$ cat config.mk
export PLATFORM = sky130hd
export DESIGN_NAME = xf100_biu_arb
export DESIGN_NICKNAME = d
export VERILOG_FILES = /design/src/rtl/xf100_biu_arb_pkg.sv /design/src/rtl/xf100_biu_wdog.sv /design/src/rtl/xf100_biu_arb.sv
export SDC_FILE = /design/constraint.sdc
export NUM_CORES = 1
export LEC_CHECK = 0
export CAP_MARGIN = 20
export CORE_MARGIN = 8
export CORE_UTILIZATION = 42
export CTS_BUF_LIST = sky130_fd_sc_hd__clkbuf_8 sky130_fd_sc_hd__clkbuf_16
export DETAILED_ROUTE_END_ITERATION = 6
export GPL_ROUTABILITY_DRIVEN = 0
export GPL_TIMING_DRIVEN = 0
export PLACE_DENSITY_LB_ADDON = 0.05
export SKIP_CTS_REPAIR_TIMING = 1
export SLEW_MARGIN = 20
export SYNTH_ARGS = -nofsm -noshare
export SYNTH_HDL_FRONTEND = slang
export SYNTH_HIERARCHICAL = 1
export SYNTH_SLANG_ARGS = --single-unit
$ cat constraint.sdc
create_clock -name clk -period 2.65 [get_ports clk]
set_input_delay 0.3975 -clock clk [delete_from_list [all_inputs] [get_ports clk]]
set_output_delay 0.3975 -clock clk [all_outputs]
set_load 0.02 [all_outputs]
$ cat src/rtl/xf100_biu_arb_pkg.sv
// Shared types and defaults for the xf100 bus interface arbiter.
package xf100_biu_arb_pkg;

    localparam int XF100_PC_SIZE        = 32;
    localparam int XF100_INSTR_SIZE     = 32;
    localparam int XF100_BIU_TIMEOUT    = 256;
    localparam int XF100_ARB_STARVE_MAX = 4;

    typedef enum logic [1:0] {
        XF100_ARB_IDLE = 2'd0,
        XF100_ARB_REQ  = 2'd1,
        XF100_ARB_RSP  = 2'd2
    } arb_state_e;

    typedef enum logic {
        XF100_ARB_OWNER_IFU = 1'b0,
        XF100_ARB_OWNER_LSU = 1'b1
    } arb_owner_e;

    // LSU has priority, except when IFU has been passed over too many times.
    function automatic logic arb_pick_ifu(input logic ifu_v, input logic lsu_v, input logic starved);
        return ifu_v && (!lsu_v || starved);
    endfunction

endpackage

$ cat src/rtl/xf100_biu_wdog.sv
// Response watchdog: clearable, enabled counter flagging expiry at TIMEOUT-1.
module xf100_biu_wdog #(
    parameter int TIMEOUT = 256
) (
    input  logic clk,
    input  logic rst_n,
    input  logic i_clr,
    input  logic i_en,
    output logic o_expired
);

    localparam int CW = (TIMEOUT > 1) ? $clog2(TIMEOUT) : 1;

    logic [CW-1:0] r_cnt;

    assign o_expired = (r_cnt == CW'(TIMEOUT - 1));

    always_ff @(posedge clk or negedge rst_n) begin
        if (!rst_n) begin
            r_cnt <= '0;
        end else if (i_clr) begin
            r_cnt <= '0;
        end else if (i_en && !o_expired) begin
            r_cnt <= r_cnt + 1'b1;
        end
    end

endmodule

$ cat src/rtl/xf100_biu_arb.sv
// Shares one memory port between IFU and LSU: one transaction in flight,
// grant -> memory request -> response routed to the owner, with a timeout.
module xf100_biu_arb
    import xf100_biu_arb_pkg::*;
#(
    parameter int ADDR_W     = XF100_PC_SIZE,
    parameter int DATA_W     = XF100_INSTR_SIZE,
    parameter int STARVE_MAX = XF100_ARB_STARVE_MAX,
    parameter int TIMEOUT    = XF100_BIU_TIMEOUT
) (
    input  logic                clk,
    input  logic                rst_n,
    input  logic                ifu_req_valid,
    output logic                ifu_req_ready,
    input  logic [ADDR_W-1:0]   ifu_req_addr,
    output logic                ifu_rsp_valid,
    output logic [DATA_W-1:0]   ifu_rsp_rdata,
    output logic                ifu_rsp_err,
    input  logic                lsu_req_valid,
    output logic                lsu_req_ready,
    input  logic [ADDR_W-1:0]   lsu_req_addr,
    input  logic                lsu_req_wen,
    input  logic [DATA_W-1:0]   lsu_req_wdata,
    input  logic [DATA_W/8-1:0] lsu_req_wmask,
    output logic                lsu_rsp_valid,
    output logic [DATA_W-1:0]   lsu_rsp_rdata,
    output logic                lsu_rsp_err,
    output logic                mem_req_valid,
    input  logic                mem_req_ready,
    output logic [ADDR_W-1:0]   mem_req_addr,
    output logic                mem_req_wen,
    output logic [DATA_W-1:0]   mem_req_wdata,
    output logic [DATA_W/8-1:0] mem_req_wmask,
    input  logic                mem_rsp_valid,
    input  logic [DATA_W-1:0]   mem_rsp_rdata,
    input  logic                mem_rsp_err
);

    localparam int SW = $clog2(STARVE_MAX + 1);

    arb_state_e          r_state;
    arb_state_e          w_state_nxt;
    arb_owner_e          r_owner;
    logic [SW-1:0]       r_starve;
    logic [ADDR_W-1:0]   r_addr;
    logic                r_wen;
    logic [DATA_W-1:0]   r_wdata;
    logic [DATA_W/8-1:0] r_wmask;
    logic                r_ifu_rsp_valid, r_ifu_rsp_err;
    logic                r_lsu_rsp_valid, r_lsu_rsp_err;
    logic [DATA_W-1:0]   r_ifu_rsp_rdata, r_lsu_rsp_rdata;
    logic                w_ifu_win, w_lsu_win, w_accept, w_rsp_fire, w_expired;
    logic [DATA_W-1:0]   w_rsp_rdata;
    logic                w_rsp_err;

    always_ff @(posedge clk or negedge rst_n) begin
        if (!rst_n) begin
            r_state <= XF100_ARB_IDLE;
        end else begin
            r_state <= w_state_nxt;
        end
    end

    always_comb begin
        w_state_nxt = r_state;
        w_ifu_win   = 1'b0;
        w_lsu_win   = 1'b0;
        w_accept    = 1'b0;
        w_rsp_fire  = 1'b0;
        case (r_state)
            XF100_ARB_IDLE: begin
                w_ifu_win = arb_pick_ifu(ifu_req_valid, lsu_req_valid,
                                         r_starve == SW'(STARVE_MAX));
                w_lsu_win = lsu_req_valid && !w_ifu_win;
                if (w_ifu_win || w_lsu_win) begin
                    w_state_nxt = XF100_ARB_REQ;
                end
            end
            XF100_ARB_REQ: begin
                if (mem_req_ready) begin
                    w_accept    = 1'b1;
                    w_state_nxt = XF100_ARB_RSP;
                end
            end
            XF100_ARB_RSP: begin
                // A real response in the expiry cycle takes precedence.
                if (mem_rsp_valid || w_expired) begin
                    w_rsp_fire  = 1'b1;
                    w_state_nxt = XF100_ARB_IDLE;
                end
            end
            default: w_state_nxt = XF100_ARB_IDLE;
        endcase
    end

    assign ifu_req_ready = w_ifu_win;
    assign lsu_req_ready = w_lsu_win;
    assign mem_req_valid = (r_state == XF100_ARB_REQ);
    assign mem_req_addr  = r_addr;
    assign mem_req_wen   = r_wen;
    assign mem_req_wdata = r_wdata;
    assign mem_req_wmask = r_wmask;

    always_ff @(posedge clk or negedge rst_n) begin
        if (!rst_n) begin
            r_owner  <= XF100_ARB_OWNER_IFU;
            r_starve <= '0;
            r_addr   <= '0;
            r_wen    <= 1'b0;
            r_wdata  <= '0;
            r_wmask  <= '0;
        end else if (w_ifu_win) begin
            r_owner  <= XF100_ARB_OWNER_IFU;
            r_starve <= '0;
            r_addr   <= ifu_req_addr;
            r_wen    <= 1'b0;
            r_wdata  <= '0;
            r_wmask  <= '0;
        end else if (w_lsu_win) begin
            r_owner  <= XF100_ARB_OWNER_LSU;
            r_addr   <= lsu_req_addr;
            r_wen    <= lsu_req_wen;
            r_wdata  <= lsu_req_wdata;
            r_wmask  <= lsu_req_wmask;
            if (ifu_req_valid && (r_starve != SW'(STARVE_MAX))) begin
                r_starve <= r_starve + 1'b1;
            end
        end
    end

    xf100_biu_wdog #(
        .TIMEOUT (TIMEOUT)
    ) u_wdog (
        .clk       (clk),
        .rst_n     (rst_n),
        .i_clr     (w_accept),
        .i_en      (r_state == XF100_ARB_RSP),
        .o_expired (w_expired)
    );

    assign w_rsp_rdata = mem_rsp_valid ? mem_rsp_rdata : '0;
    assign w_rsp_err   = mem_rsp_valid ? mem_rsp_err : 1'b1;

    always_ff @(posedge clk or negedge rst_n) begin
        if (!rst_n) begin
            r_ifu_rsp_valid <= 1'b0;
            r_ifu_rsp_rdata <= '0;
            r_ifu_rsp_err   <= 1'b0;
            r_lsu_rsp_valid <= 1'b0;
            r_lsu_rsp_rdata <= '0;
            r_lsu_rsp_err   <= 1'b0;
        end else begin
            r_ifu_rsp_valid <= w_rsp_fire && (r_owner == XF100_ARB_OWNER_IFU);
            r_lsu_rsp_valid <= w_rsp_fire && (r_owner == XF100_ARB_OWNER_LSU);
            if (w_rsp_fire && (r_owner == XF100_ARB_OWNER_IFU)) begin
                r_ifu_rsp_rdata <= w_rsp_rdata;
                r_ifu_rsp_err   <= w_rsp_err;
            end
            if (w_rsp_fire && (r_owner == XF100_ARB_OWNER_LSU)) begin
                r_lsu_rsp_rdata <= w_rsp_rdata;
                r_lsu_rsp_err   <= w_rsp_err;
            end
        end
    end

    assign ifu_rsp_valid = r_ifu_rsp_valid;
    assign ifu_rsp_rdata = r_ifu_rsp_rdata;
    assign ifu_rsp_err   = r_ifu_rsp_err;
    assign lsu_rsp_valid = r_lsu_rsp_valid;
    assign lsu_rsp_rdata = r_lsu_rsp_rdata;
    assign lsu_rsp_err   = r_lsu_rsp_err;

endmodule
# Word-level counts from Yosys, hierarchy flattened
# Cells that the tools add are included.
totals:
  ff_bits: 151
  output_inout_bits: 140
  wordCells: 70
  in_bits: 140
classes:
  mux: 27
  bitwise: 1
  n_eq_ne: 8
  add_sub_neg: 2
  reduce_logical: 18
op_table:
  columns: ["operator", "n"]
  rows:
  - ["32-bit two-way mux", 5]
  - ["8-bit two-way mux", 2]
  - ["1-bit two-way mux", 11]
  - ["3-bit two-way mux", 3]
  - ["8-bit by 1-bit adder with 8-bit output, second input constant", 1]
  - ["8-bit == test, second input constant", 1]
  - ["4-bit two-way mux", 2]
  - ["1-bit logical AND", 6]
  - ["2-bit two-way mux", 3]
  - ["2-bit case mux with 3 select lines", 1]
  - ["2-bit nonzero test", 3]
  - ["2-bit inequality test, second input constant", 2]
  - ["3-bit by 1-bit adder with 3-bit output, second input constant", 1]
  - ["3-bit == test, second input constant", 1]
  - ["1-bit zero test", 3]
  - ["1-bit logical OR", 3]
  - ["3-bit inequality test, second input constant", 1]
  - ["3-bit AND reduction", 1]
  - ["2-bit by 1-bit == test with 1-bit output, second input constant", 1]
  - ["2-bit == test, second input constant", 1]
  - ["2-bit zero test", 1]
  - ["2-bit by 1-bit inequality test with 1-bit output, second input constant", 1]
  - ["2-bit AND reduction", 1]
  - ["1-bit inverter", 1]

# Logic depth before layout (Yosys ltp)
# Gate-level depths: netlist (run 1).
logic_depth:
  ltp_word: 8
  mapped_depth: 7
  ltp_nobuf: 6

# Modules after synthesis
# Netlist (run 1), hierarchy kept.
by_module_without_submodules:
  columns: ["module", "seq_area_each_um2", "area_per_inst_um2", "n_inst", "cells_per_inst"]
  rows:
  - ["xf100_biu_arb", 3578.4, 5952.0, 1, 475]
  - ["xf100_biu_wdog", 200.2, 469.2, 1, 47]

# Least setup slack after synthesis (run 1)
# OpenSTA, ideal clock, no wires.
synth_path:
  path_kind: "reg-to-reg"
  start: "register u_wdog.r_cnt[0]"
  end: "register r_lsu_rsp_rdata[10] (netlist: lsu_rsp_rdata[10])"
  setup_ns: 0.125
  slack_ns: 0.489
  required_time_ns: 2.525
  stages_incl_launch_ff: 8
  t_arrival_ns: 2.036
  cell_sequence: "dfrtp_1 ha_1 and4_4 and2_2 nor2_1 nand3b_1 buf_2 mux2_2"
synth_between:
  elab_chain_len: 5
synth_lines:
  columns: ["item", "line_no", "text"]
  rows:
  - ["start, declared", "xf100_biu_wdog.sv:14", "logic [CW-1:0] r_cnt;"]
  - ["start signal, assigned", "xf100_biu_wdog.sv:24", "r_cnt <= r_cnt + 1'b1;"]
  - ["8-bit == test", "xf100_biu_wdog.sv:16", "assign o_expired = (r_cnt == CW'(TIMEOUT - 1));"]
  - ["named net w_expired", "xf100_biu_arb.sv:52", "logic w_ifu_win, w_lsu_win, w_accept, w_rsp_fire, w_expired;"]
  - ["1-bit logical OR", "xf100_biu_arb.sv:87", "if (mem_rsp_valid || w_expired) begin"]
  - ["1-bit two-way mux", "xf100_biu_arb.sv:87", null]
  - ["1-bit two-way mux", "xf100_biu_arb.sv:70", "case (r_state)"]
  - ["1-bit logical AND", "xf100_biu_arb.sv:159", "if (w_rsp_fire && (r_owner == XF100_ARB_OWNER_LSU)) begin"]
  - ["end signal, assigned", "xf100_biu_arb.sv:160", "r_lsu_rsp_rdata <= w_rsp_rdata;"]
  - ["end, declared", "xf100_biu_arb.sv:51", "logic [DATA_W-1:0] r_ifu_rsp_rdata, r_lsu_rsp_rdata;"]
# The timed path passes the listed nets, and every way through them passes these cells.
# A chain may end at the register's enable or synchronous reset.

# Worst setup path in the final report (run 1)
layout_path:
  start: "register u_wdog.r_cnt[0]"
  end: "register r_lsu_rsp_rdata[3] (netlist: lsu_rsp_rdata[3])"
# Same word-level chain as after synthesis.

==> flow_results.org, run 1 <==
** Run status
- The run finished with clean final reports.

** Placed design
- Estimated wirelength of the detail-placed design :: 15.27 mm
- Count of input and output buffers :: 279
- After detailed placement, the design holds a cell count of 990.

** Synthesis
- Synth cell types :: 46
- The number of nets handed over by synthesis was 665.
- Synthesized flop and latch total :: 151
- Cell area after synthesis :: 6421 um2
- A synthesized cell averages 12.30 um2.
- Instance count of the mapped netlist :: 522
- For this run, the number of Yosys warnings is 6.
- Largest area contributor in the synthesized netlist :: sky130_fd_sc_hd__dfrtp_1
- For this run, the register share of the synthesized area comes to 0.5885.
- Ranked by total cell area, the synthesized netlist is headed by sky130_fd_sc_hd__dfrtp_1 (59%), sky130_fd_sc_hd__mux2_2 (12%), sky130_fd_sc_hd__a22o_1 (5.0%).
- Yosys top cell area share :: 0.5885

** Clocking
- In this run, CTS created clock tree buffers numbering 17.
- In this run the number of H-tree levels came out at 4.
- No sink is reached through more buffers than the 2 on the longest clock path.
- Clock transition at path regs :: 0.06 ns
- CTS tree :: built
- Clock tree sinks :: 151
- The clock reaches the later pin of the worst-skew pair after 0.42 ns.
- Cell at the root of the clock tree :: sky130_fd_sc_hd__clkbuf_16

** Drt
- DRC Markers :: 0
- Wire length per cell :: 19.55 um
- In the routed layout, each cell is associated on average with a via count of 5.218.
- The routed layout has 5338 vias.
- In this run the remaining antenna-violating nets after routing total 0.
- In this run, the number of DRC markers left after iteration 0 of detailed routing was 239.
- The first detailed-routing pass ran for 6 iterations.
- Total wire length after detailed routing :: 20.00 mm

** GRT
- Via count of the first global-routing pass :: 5790
- The first global-routing pass estimated 31.60 mm of wire.
- Initial antenna violation count :: 0
- Tot GR Track Use :: 0.2030
- Remaining global-route overflow :: 0
- Entering global routing, the biggest net connects 86 pins.

** STA
- For the pin with the worst max-slew slack, the measured transition is 0.6055 ns.
- The worst pin sits at a relative slew slack of 0.5963.
- Setup violations remaining at the end of the flow were counted as 0.
- Final cycle utilization of the critical path :: 0.9422
- Final count of hold timing violations :: 0
- Maximum clock frequency :: 400.5 MHz
- Fin. max-slew vios :: 0
- Worst clock skew :: 0.01194 ns
- Post-layout minimum cycle time :: 2.497 ns
- RSZ-0062 raised after global routing :: false

** Floorplan
- Die footprint :: 19500 um2
- Measured along the x axis, the die boundary spans 139.6 um.
- Measured along the y axis, the die boundary spans 139.6 um.
- 280 I/O pins were placed.
- The initial utilization of the core area, before any placement, comes to 0.4255.
- Number of rows created at floorplan :: 45
- The total area inside the core boundary comes to 15090 um2.

** Finish
- Area growth from synthesis to layout :: 57.02%
- The net count of the finished layout is 965.
- The number of antenna diodes in the final layout is 0.
- The finished layout holds 1023 standard cells, fillers aside.
- Fill cells in the final layout number 1187.
- Of the cells placed in the final design, the portion with a size suffix greater than 1 is 0.1437.
- Post-layout util :: 0.6682

** Setup path
- Arrival time reported for the critical path endpoint :: 2.79 ns
- Critical Path Source Type :: flip-flop
- Top fanout value on the critical path :: 10
- Kind of critical path :: reg -> reg
- At the worst endpoint, the required time is 2.94 ns.
- Critical path capture point type :: flip-flop

** Run
- Across the run, the number of max-cap violations was 0.

** Pwr
- Pwr per Cell Area :: 1175 nW/um2
- Static power due to leakage :: 4.425 nW
- Largest vdd supply drop :: 536.8 uV

** Hold path
- Hold Crit Class :: reg -> reg
cells by family after synthesis:
kind of cell	Yosys count	synth area share
flops	151	0.5885
buf+inv	74	0.04715
xor+xnor	1	0.001364
mux	69	0.1214
compound gates	121	0.1403
simple gates	103	0.09548
fa+ha+maj	3	0.005846
path summary, 6_finish.rpt:
check,startpoint,to,slack [ns],cells after the start
setup reg to reg,u_wdog/r_cnt[0],lsu_rsp_rdata[3],0.15,7
setup / recovery,u_wdog/r_cnt[0],lsu_rsp_rdata[3],0.15,7
min in group asynchronous,rst_n,lsu_rsp_rdata[26],0.54,2
hold / removal,mem_req_wdata[21],mem_req_wdata[21],0.50,1
max in group asynchronous,rst_n,r_starve[0],1.31,3
hold reg to reg,mem_req_wdata[21],mem_req_wdata[21],0.50,1
state kept, by name, summed over array words and instances, names as in the netlist:
register,cells
ifu_rsp_err,1
ifu_rsp_rdata,32
ifu_rsp_valid,1
lsu_rsp_err,1
lsu_rsp_rdata,32
lsu_rsp_valid,1
mem_req_addr,32
mem_req_wdata,32
mem_req_wen,1
mem_req_wmask,4
r_owner,1
r_starve,3
r_state,2
u_wdog/r_cnt,8
power by group:
| group | leakage (nW) | switching (W) | internal [W] | total [W] |
|---|---|---|---|---|
| sequential | 1.94 | 0.000581 | 0.00332 | 0.00390 |
| combinational | 2.20 | 0.00283 | 0.00274 | 0.00557 |
| clock | 0.292 | 0.000936 | 0.00143 | 0.00237 |
worst max-delay path: stages (launching register included):
cell and delay, ns:
sky130_fd_sc_hd__dfrtp_1 0.42, sky130_fd_sc_hd__ha_1 0.27, sky130_fd_sc_hd__and4_4 0.21, sky130_fd_sc_hd__and2_2 0.16, sky130_fd_sc_hd__nor2_1 0.28, sky130_fd_sc_hd__nand3b_1 0.32
sky130_fd_sc_hd__buf_2 0.33, sky130_fd_sc_hd__mux2_2 0.37
cell type report:
cell class / count / area, um2 / area share
Multi-Input combinational cell: 297 / 2347 / 0.2328
Clock buffer: 19 / 452.9 / 0.04492
Timing Repair Buffer: 282 / 2840 / 0.2817
Tap cell: 188 / 235.2 / 0.02333
Sequential cell: 151 / 3779 / 0.3748
Inverter: 37 / 138.9 / 0.01378
Clock inverter: 13 / 128.9 / 0.01278
Buffer: 36 / 160.2 / 0.01588
layer usage:
layer	share of wire	global-route usage	vias up
met5	0	0	-
met4	0.015	0.06514	0
met3	0.089	0.08311	22
met2	0.49	0.3445	209
met1	0.41	0.2287	2613
li1	-	-	2494
through the flow:
| stage | worst slack, ns | cell area (um2) | power (W) | hold WS (ns) | TNS, ns |
|---|---|---|---|---|---|
| after detailed placement | -0.5506 | 9482 | 0.009550 | 0.3891 | -0.7815 |
| after CTS | -0.5783 | 10060 | 0.01197 | -0.05806 | -1.004 |
| after global placement | -4.750 | 9449 | 0.009401 | 0.4700 | -715.77 |
| final | 0.1532 | 10080 | 0.01184 | 0.5006 | 0 |
| after global routing | 0.01389 | 10080 | 0.01246 | 0.5055 | 0 |
| after floorplan | 0.4890 | 6421 | 0.006639 | 0.1019 | 0 |
cells in the final DEF (no fill, tap or decap), types with 3 or more instances in the layout:
cell type / count
sky130_fd_sc_hd__a211oi_1: 4
sky130_fd_sc_hd__a21oi_1: 3
sky130_fd_sc_hd__a22o_1: 37
sky130_fd_sc_hd__and2_1: 33
sky130_fd_sc_hd__buf_2: 8
sky130_fd_sc_hd__buf_4: 3
sky130_fd_sc_hd__clkbuf_1: 25
sky130_fd_sc_hd__clkbuf_16: 17
sky130_fd_sc_hd__clkdlybuf4s50_1: 276
sky130_fd_sc_hd__clkinv_2: 4
sky130_fd_sc_hd__dfrtp_1: 151
sky130_fd_sc_hd__ha_1: 3
sky130_fd_sc_hd__inv_1: 39
sky130_fd_sc_hd__mux2_2: 66
sky130_fd_sc_hd__nand2_1: 3
sky130_fd_sc_hd__nand2b_1: 3
sky130_fd_sc_hd__nand3_1: 38
sky130_fd_sc_hd__nor2_1: 5
sky130_fd_sc_hd__nor2b_1: 3
sky130_fd_sc_hd__o21ai_0: 35
sky130_fd_sc_hd__o311ai_0: 30
synthesized netlist by cell type, drive strengths merged:
master and number:
or2 1, nor2b 3, mux2 68, clkbuf 26, inv 37, and4 2
xnor2 1, ha 3, nor4bb 1, buf 11, a21bo 1, a21oi 3
a21boi 2, nand3 38, nor3b 3, a22o 37, nand2b 3, nor4b 1
a211oi 4, a21o 2, nand2 3, mux2i 1, nor2 5, a31oi 2
and3 2, o311ai 32, and2b 1, and2 35, nand3b 1, nor3 2
o21ai 36, dfrtp 151, o21bai 2, nand4 2
Power figures use the tool's default switching activity.
==> run 2, diff against run 1 <==
--- a/config.mk
+++ b/config.mk
@@ -9,6 +9,7 @@
 export CORE_MARGIN = 8
 export CORE_UTILIZATION = 42
 export CTS_BUF_LIST = sky130_fd_sc_hd__clkbuf_8 sky130_fd_sc_hd__clkbuf_16
+export CTS_CLUSTER_SIZE = 28
 export DETAILED_ROUTE_END_ITERATION = 6
 export GPL_ROUTABILITY_DRIVEN = 0
 export GPL_TIMING_DRIVEN = 0
==> results of run 2 <==
Final layout, timing and power as in run 1 (identical DEF).
==> run 3, diff against run 2 <==
--- a/config.mk
+++ b/config.mk
@@ -15,7 +15,6 @@
 export GPL_TIMING_DRIVEN = 0
 export PLACE_DENSITY_LB_ADDON = 0.05
 export SKIP_CTS_REPAIR_TIMING = 1
-export SLEW_MARGIN = 20
 export SYNTH_ARGS = -nofsm -noshare
 export SYNTH_HDL_FRONTEND = slang
 export SYNTH_HIERARCHICAL = 1
==> run 3 against run 2 <==
The run now ends with hold timing left. Combinational power barely moved. Critical path depth did not move. Core utilization up 0.16 points.
==> flow_results.org, run 3 (synthesis results as in run 1) <==
** Setup path
- Reg2reg end :: lsu_rsp_rdata[15]
- The arrival time of the worst setup path was 2.80 ns (about the same).
- The data required time of the worst path is 2.95 ns (about the same).
- In this run the critical register-to-register path is launched from u_wdog/r_cnt[0].
- The worst setup path is of the reg -> reg kind.
- The length in cells of the worst reg-to-reg path came to 7 (unchanged).
- Worst-case register-to-register setup slack :: 0.15 ns (about the same)
- Critical path capture point type :: flip-flop
- Critical Path Source Type :: flip-flop
- Top fanout value on the critical path :: 10 (unchanged)

** Pwr
- The switching power summed over all nets was 0.004367 W (+0.48%).
- Switching fraction of total power :: 0.3643 (-0.002736)
- Largest vdd supply drop :: 564.6 uV (+5.2%)
- The combinational fraction of design power came to 0.466 (-0.005).
- The internal power is 0.007621 W (+1.7%).
- Static power due to leakage :: 4.437 nW (+0.27%)
- The power per cell area was 1186 nW/um2 (+0.99%).
- Clock share of power :: 0.208 (+0.008)
- The sequential power share is 0.326 (-0.004).

** STA
- The max-slew violation count is 0 (unchanged).
- Final cycle utilization of the critical path :: 0.9444 (+0.002242)
- The final setup TNS came to 0 ns (unchanged).
- Worst clock skew :: 0.009840 ns (-0.002099 ns)
- PnR worst setup slack :: 0.1473 ns (-0.005940 ns)
- Slew Limit Headroom :: 0.5702 (-0.02616)
- The total setup violations reported at the end of the flow was 0 (unchanged).
- The final hold violation count is 33 (+33).
- Maximum clock frequency :: 399.6 MHz (-0.24%)
- Slew at the pin with the worst max-slew slack :: 0.6404 ns (+0.03495 ns)
- Setup repair after global routing left no endpoint under its margin.
- Post-layout minimum cycle time :: 2.503 ns (+0.005940 ns)
- The final hold slack came to -0.02314 ns (-0.5238 ns).

** GRT
- Via count of the first global-routing pass :: 5824 (+0.59%)
- Initial antenna violation count :: 0 (unchanged)
- The total routing resource utilization after global routing was 0.2049 (+0.001929).
- The pin count of the biggest net entering global routing was 86 (unchanged).
- First-pass GRT wire length :: 31.69 mm (+0.30%)
- The total congestion overflow was 0 (unchanged).

** Finish
- Antenna cell count :: 0 (unchanged)
- The layout cell share with drive strength beyond 1 came to 0.1451 (+0.001371).
- Highest-count cells in the layout ignoring fill and taps :: sky130_fd_sc_hd__clkdlybuf4s50_1 (276), sky130_fd_sc_hd__dfrtp_1 (151), sky130_fd_sc_hd__mux2_2 (66)
- Commonest non-fill, non-tap cell in the layout :: sky130_fd_sc_hd__clkdlybuf4s50_1
- Post-Layout Cell Count :: 1022 (-0.098%)
- The final net count was 964 (-0.10%).
- Relative to the synthesized area, the layout overhead comes to 57.38%.

** Placed design
- Dpl ws :: -0.5753 ns (-0.02468 ns)
- Post-Place Cells :: 990 (unchanged)
- Estimated wirelength of the detail-placed design :: 15.25 mm (-0.13%)
- Count of input and output buffers :: 279 (unchanged)

** Floorplan
- Die Height :: 139.6 um (unchanged)
- The width of the die came to 139.6 um (unchanged).
- I/O pin cnt :: 280 (unchanged)
- The initial standard-cell utilization of the core is 0.4255 (unchanged).
- The die outline area came to 19500 um2 (unchanged).
- The core region area came to 15090 um2 (unchanged).
- Number of rows created at floorplan :: 45 (unchanged)

** Clocking
- TritonCTS built the clock tree.
- The CTS buffer count came to 17 (unchanged).
- Number of levels the H-tree was split into :: 4 (unchanged)
- The cell sitting at the root of the clock tree is a sky130_fd_sc_hd__clkbuf_16.
- The clock latency of the later-clocked register in the worst-skew pair is 0.42 ns (about the same).
- The clock-pin slew on the worst setup and hold paths was 0.06 ns (about the same).
- Number of buffers between clock root and the deepest sink :: 2 (unchanged)
- The total number of clock tree sinks was 151 (unchanged).

** Drt
- The number of DRC markers after the initial detailed-route iteration is 182 (-24%).
- Wire length per cell :: 19.68 um (+0.64%)
- The via density per instance was 5.256 (+0.74%).
- The length of the first detailed-routing pass in iterations was 4 (-2).
- The vias after detailed routing came to 5372 (+0.64%).
- Total wire length after detailed routing :: 20.11 mm (+0.54%)
- The number of routed nets with antenna violations is 0 (unchanged).
- DRC Markers :: 0 (unchanged)

** Run status
- Result of the run :: finished with violations
- Violations in the final reports :: hold timing

** Run
- The number of maximum-capacitance violations was 0 (unchanged).

** Hold path
- In this run the worst hold path is classified as in -> async.
-- run 3: changes by cell type in the layout (fill, tap and decap cells not counted) --
cell,change
sky130_fd_sc_hd__clkbuf_8,+1
sky130_fd_sc_hd__clkbuf_4,+2
sky130_fd_sc_hd__buf_8,-1
sky130_fd_sc_hd__bufinv_16,+1
sky130_fd_sc_hd__inv_1,-1
sky130_fd_sc_hd__buf_6,+1
sky130_fd_sc_hd__clkinvlp_4,-1
sky130_fd_sc_hd__dlygate4sd3_1,-1
sky130_fd_sc_hd__buf_2,-2
-- run 3: worst max-delay path, cell delays in order (launching register included) --
cell and delay (ns):
sky130_fd_sc_hd__dfrtp_1 0.42, sky130_fd_sc_hd__ha_1 0.27, sky130_fd_sc_hd__and4_4 0.21, sky130_fd_sc_hd__and2_2 0.16, sky130_fd_sc_hd__nor2_1 0.28, sky130_fd_sc_hd__nand3b_1 0.33
sky130_fd_sc_hd__buf_2 0.32, sky130_fd_sc_hd__mux2_2 0.37
-- run 3: how the worst max path moves through the flow --
stage,from,cells after the start,end
floorplan,u_wdog/r_cnt[0],7,lsu_rsp_rdata[10]
global placement,rst_n,1,mem_req_wdata[0]
detailed placement,ifu_req_valid,6,ifu_req_ready
CTS,ifu_req_valid,6,ifu_req_ready
global route,u_wdog/r_cnt[0],7,lsu_rsp_rdata[15]
finish,u_wdog/r_cnt[0],7,lsu_rsp_rdata[15]
-- run 3: metal layers --
metal	vias up	routed length, um	track usage
met5	-	0	0
met2	207	9662	0.3345
li1	2487	-	-
met3	28	1806	0.08995
met4	0	438	0.07429
met1	2650	8201	0.2350
-- run 3: power groups by stage --
stage          Combinational, W  Sequential (W)  Clock [W]
3_3_place_gp            0.00552         0.00388          0
2_1_floorplan           0.00161         0.00503          0
5_1_grt                 0.00594         0.00403    0.00264
6_report                0.00558         0.00391    0.00250
3_5_place_dp            0.00563         0.00392          0
4_1_cts                 0.00565         0.00390    0.00255
-- run 3: metrics by stage --
stage,cell area (um2),total power (W),util
after floorplan,6421,0.006639,-
after global routing,10110,0.01261,0.6697
final,10110,0.01199,0.6697
after CTS,10090,0.01210,0.6688
after detailed placement,9478,0.009550,0.6281
after global placement,9449,0.009401,0.6262
-- run 3: area by class of cell --
type | count | area [um2]
well taps | 188 | 235.2
plain buffers | 36 | 165.2
clock buffers | 20 | 466.7
repair buffers | 281 | 2826
clock inverters | 12 | 147.6
fillers | 1154 | 4984
inverters | 37 | 138.9
flip-flops and latches | 151 | 3779
multi-input cells | 297 | 2347
